$ cat config.mk
export PLATFORM = sky130hd
export DESIGN_NAME = simple_sig_link
export DESIGN_NICKNAME = d
export VERILOG_FILES = /design/src/rtl/simple_sig_pkg.sv /design/src/rtl/simple_sig_delay.sv /design/src/rtl/simple_sig_link.sv
export SDC_FILE = /design/constraint.sdc
export NUM_CORES = 1
export LEC_CHECK = 0
export CAP_MARGIN = 20
export CORE_MARGIN = 5
export CORE_UTILIZATION = 48
export DETAILED_ROUTE_END_ITERATION = 12
export GPL_ROUTABILITY_DRIVEN = 0
export PLACE_DENSITY = 0.77
export SYNTH_ARGS = -nofsm -noshare
export SYNTH_HDL_FRONTEND = slang
export SYNTH_HIERARCHICAL = 1
export SYNTH_SLANG_ARGS = --single-unit
$ cat constraint.sdc
create_clock -name clk -period 2.05 [get_ports clk]
set_input_delay 0.41 -clock clk [delete_from_list [all_inputs] [get_ports clk]]
set_output_delay 0.41 -clock clk [all_outputs]
set_load 0.02 [all_outputs]
$ cat src/rtl/simple_sig_pkg.sv
// Shared defaults and types for the simple_sig_link signal mirror.
package simple_sig_pkg;

  localparam int DEF_WIDTH = 1;
  localparam int DEF_DELAY = 0;
  localparam int DEF_CNT_W = 16;

  typedef logic [DEF_CNT_W-1:0] cnt_t;

endpackage

$ cat src/rtl/simple_sig_delay.sv
// N-stage reset-to-0 register chain; collapses to a plain wire when DEPTH is 0
// so four-state values and sub-cycle pulses pass straight through.
module simple_sig_delay #(
  parameter int WIDTH = 1,
  parameter int DEPTH = 0
) (
  input  logic             clk,
  input  logic             rst,
  input  logic [WIDTH-1:0] d,
  output logic [WIDTH-1:0] q
);

  generate
    if (DEPTH == 0) begin : g_bypass
      // Clock and reset are deliberately ignored in the combinational mirror.
      logic unused_clk_rst;
      assign unused_clk_rst = clk ^ rst;
      assign q = d;
    end else begin : g_pipe
      logic [WIDTH-1:0] stage_q [DEPTH];
      logic [WIDTH-1:0] stage_d [DEPTH];

      always_comb begin
        stage_d[0] = d;
        for (int i = 1; i < DEPTH; i++) begin
          stage_d[i] = stage_q[i-1];
        end
      end

      always_ff @(posedge clk or posedge rst) begin
        if (rst) begin
          for (int i = 0; i < DEPTH; i++) begin
            stage_q[i] <= '0;
          end
        end else begin
          for (int i = 0; i < DEPTH; i++) begin
            stage_q[i] <= stage_d[i];
          end
        end
      end

      assign q = stage_q[DEPTH-1];
    end
  endgenerate

endmodule

$ cat src/rtl/simple_sig_link.sv
// Point-to-point signal mirror with a sampled copy, per-bit edge pulses and a
// saturating change counter for monitoring.
module simple_sig_link
  import simple_sig_pkg::*;
#(
  parameter int WIDTH = DEF_WIDTH,
  parameter int DELAY = DEF_DELAY,
  parameter int CNT_W = DEF_CNT_W
) (
  input  logic             clk,
  input  logic             rst,
  input  logic [WIDTH-1:0] sig_b,
  output logic [WIDTH-1:0] sig_a,
  output logic [WIDTH-1:0] sig_b_q,
  output logic [WIDTH-1:0] rise,
  output logic [WIDTH-1:0] fall,
  input  logic             clr_cnt,
  output logic [CNT_W-1:0] change_cnt
);

  logic [WIDTH-1:0] sig_b_d;
  logic [WIDTH-1:0] rise_d, rise_q;
  logic [WIDTH-1:0] fall_d, fall_q;
  logic [CNT_W-1:0] cnt_d, cnt_q;

  simple_sig_delay #(
    .WIDTH (WIDTH),
    .DEPTH (DELAY)
  ) u_delay (
    .clk (clk),
    .rst (rst),
    .d   (sig_b),
    .q   (sig_a)
  );

  always_comb begin
    sig_b_d = sig_b;
    rise_d  = sig_b & ~sig_b_q;
    fall_d  = ~sig_b & sig_b_q;
    cnt_d   = cnt_q;
    // Clear beats increment; the counter sticks at all-ones instead of wrapping.
    if (clr_cnt) begin
      cnt_d = '0;
    end else if ((sig_b != sig_b_q) && (cnt_q != {CNT_W{1'b1}})) begin
      cnt_d = cnt_q + CNT_W'(1);
    end else begin
      cnt_d = cnt_q;
    end
  end

  always_ff @(posedge clk or posedge rst) begin
    if (rst) begin
      sig_b_q <= '0;
      rise_q  <= '0;
      fall_q  <= '0;
      cnt_q   <= '0;
    end else begin
      sig_b_q <= sig_b_d;
      rise_q  <= rise_d;
      fall_q  <= fall_d;
      cnt_q   <= cnt_d;
    end
  end

  assign rise       = rise_q;
  assign fall       = fall_q;
  assign change_cnt = cnt_q;

endmodule

==> impl_metrics.tcl <==
set metrics [dict create \
    yosysMostFrequentCell "dfrtp_1" \
    dieArea_sq_mm 0.003178 \
    routed_wl_mm 2.444 \
    status "finished clean" \
    rows 16 \
    drv_cap 0 \
    cts.sinks 19 \
    min_period_ps 1859 \
    nNetsFinal 149 \
    drv_slew 0 \
    relSlewSlack_pct 70.74 \
    grt_usage_pct 16.15 \
    gr-total-overflow 0 \
    die_h_um 56.38 \
    core_area_sq_mm 0.002002 \
    setup_viol 0 \
    grt_max_degree 20 \
    netlist_area_sq_mm 0.001032 \
    ant_nets 0 \
    cp-startpoint "sig_b_q" \
    finalNonFillerCells 168 \
    placedCellCount 164 \
    vias_per_cell 5.577 \
    max-vdd-ir-drop_mv 0.3954 \
    maxUsedRoutingLayer "met4" \
    arrival_ps 2080 \
    synthXorXnorAreaFrac_pct 3.394 \
    crit_fanout 4 \
    yosys.area.top_type "dfrtp_1" \
    r2r_start "sig_b_q" \
    synthTopCellsByCount "19 x dfrtp_1, 8 x nor2_1, 7 x a21oi_1, 7 x inv_1, 6 x nand2_1" \
    place_hpwl_mm 1.763 \
    ff2ff_path_depth 6 \
    synth_compound_area_share_pct 14.42 \
    start_kind "register" \
    clk_pin_slew_ps 110 \
    ys_top_cells_by_area "dfrtp_1 46%, ha_1 3.6%, a21oi_1 3.4%" \
    final_layout_size_suffix_gt1_share_pct 21.28 \
    avgRoutedWirePerCell_um 14.55 \
    num_antenna_cells 0 \
    yosysSeqAreaShare_pct 46.06 \
    io_buffers 23 \
    yosysWarnings 6 \
    wl_met1_mm 1.029 \
    drc 0 \
    clk_latency_ps 290 \
    criticalPathCategory "reg2reg" \
    synth-simple-area-share_pct 24.85 \
    syn-num-nets 112 \
    reg2reg_setup_slack_ps 190 \
    synthArstFlopShare_pct 100.0 \
    fin_skew_ps 0.9841 \
    cts_tree "yes" \
    max_freq_mhz 537.9 \
    io_pins 24 \
    timing.rr.end "change_cnt[11]" \
    ys_seq_elements 19 \
    synthFlopType "dfrtp_1" \
    fin_crit_sh_pct 90.68 \
    grt_pass1_vias 930 \
    clk_path_buf_depth 2 \
    drt-pass1-iter-count 4 \
    required_ps 2270 \
    yosys.area_share.adder_pct 3.636 \
    cts.htree.levels 1 \
    wl_met2_mm 1.300 \
    synth_cell_types 34 \
    place_ws_ps -401.1 \
    synth-edff-count 0 \
    crit_path_end "change_cnt[11]" \
    cts_inserted_buffers 3 \
    fin_util_pct 72.00 \
    synth_top_family_by_area "simple AND/OR/NAND/NOR gates" \
    end_kind "register" \
    first_iter_violations 12 \
    hp-class "in2reg" \
    dr_wl_met3_um 101 \
    synth.area.mux_share_pct 3.152 \
    detailroute.via_count 937 \
    post_synth.cell_area_avg_sq_um 9.831 \
    initial_core_util_pct 51.56 \
    fin_ws_ps 191.0 \
    synth_top_area_share_pct 46.06 \
    antenna_found_initial 0 \
    p_per_area_mw_per_mm2 470.5 \
    grt_pass1_wl_mm 4.195 \
    cts_setup_buffers 0 \
    rsz0062_at_grt "no" \
    tightest_slew_ps 437.5 \
    synth_cells 105 \
    p_leak_nw 0.6037 \
    syn_to_final_growth_pct 39.64 \
    die_w_um 56.38 \
    hold_violations 0 \
    clock-root-buffer "clkbuf_4" \
]
[placed cells by master (no fill, tap or decap), drive strengths merged]
master         instances
dlymetal6s2s           1
nor2                   8
a2111oi                1
mux2                   2
inv                    7
a211oi                 4
nor2b                  3
a21oi                  7
a31oi                  2
or2                    2
or4                    2
o41a                   1
clkbuf                 4
nand2                  6
and4                   2
nor4                   1
clkdlybuf4s50         22
dfrtp                 19
and4b                  1
o21ai                  2
o211a                  1
ha                     3
or3                    1
nand4b                 1
nand4                  4
mux2i                  1
o31ai                  3
and2                   2
buf                   13
a211o                  1
nor3                   5
xnor2                  4
nand3                  5
[worst min-delay path by stage]
stage / start / endpoint / slack, ps / cells after the start
final: sig_b / sig_b_q / 410 / 2
after global routing: sig_b / sig_b_q / 420 / 2
after CTS: rst / rise / 440 / 3
after detailed placement: sig_b_q / fall / 540 / 1
after global placement: sig_b_q / fall / 530 / 1
after floorplan: rst / change_cnt[0] / 360 / 1
[sequential cells by signal (all words and copies together), names as in the netlist]
register and flops:
rise 1, fall 1, change_cnt 16, sig_b_q 1
[worst max-delay path, stage by stage (launching register included)]
cell	delay [ps]
dfrtp_1	440
ha_4	260
and4b_4	360
nand4_4	110
buf_4	160
or3_1	320
a21oi_2	140
[area by class of cell]
type | count | area [sq um]
Multi-Input combinational cell | 75 | 549.3
Inverter | 7 | 26.28
Fill cell | 163 | 560.5
Clock buffer | 4 | 26.28
Sequential cell | 19 | 475.5
Tap cell | 27 | 33.78
Timing Repair Buffer | 36 | 330.3
[routing by layer]
| layer | track usage [%] | vias to the layer above |
|---|---|---|
| li1 | - | 456 |
| met1 | 20.08 | 460 |
| met2 | 28.38 | 19 |
| met3 | 2.752 | 2 |
| met4 | 4.746 | 0 |
| met5 | 0 | - |
[cell families (layout without fill, tap and decap cells)]
group | after synthesis | after routing
simple gates | 43 | 43
compound gates | 22 | 22
flops | 19 | 19
buf+inv | 11 | 47
xor+xnor | 4 | 4
fa+ha+maj | 3 | 3
mux | 3 | 3
[repair_timing]
| action | in CTS | in global routing |
|---|---|---|
| pin swaps | 3 | 1 |
| resized for setup | 4 | 4 |
| hold buffers | 0 | 0 |
| endpoints found under the setup margin | 5 | 6 |
[where the power goes]
group	internal (mW)	total [mW]	switching, mW
Sequential	0.384	0.393	0.00927
Clock	0.0755	0.190	0.114
Combinational	0.0449	0.0956	0.0508
Total	0.504	0.678	0.174
[through the flow]
step / TNS [ps] / hold slack [ps] / power (mW) / area [sq um]
floorplan: 0 / 361.1 / 0.4497 / 1032
global placement: -2745 / 531.2 / 0.4904 / 1374
detailed placement: -3026 / 539.8 / 0.4930 / 1374
CTS: 0 / 439.5 / 0.6820 / 1431
global route: 0 / 422.9 / 0.7129 / 1441
finish: 0 / 409.2 / 0.6782 / 1441
Note: power is estimated with default switching activity, not from simulation.
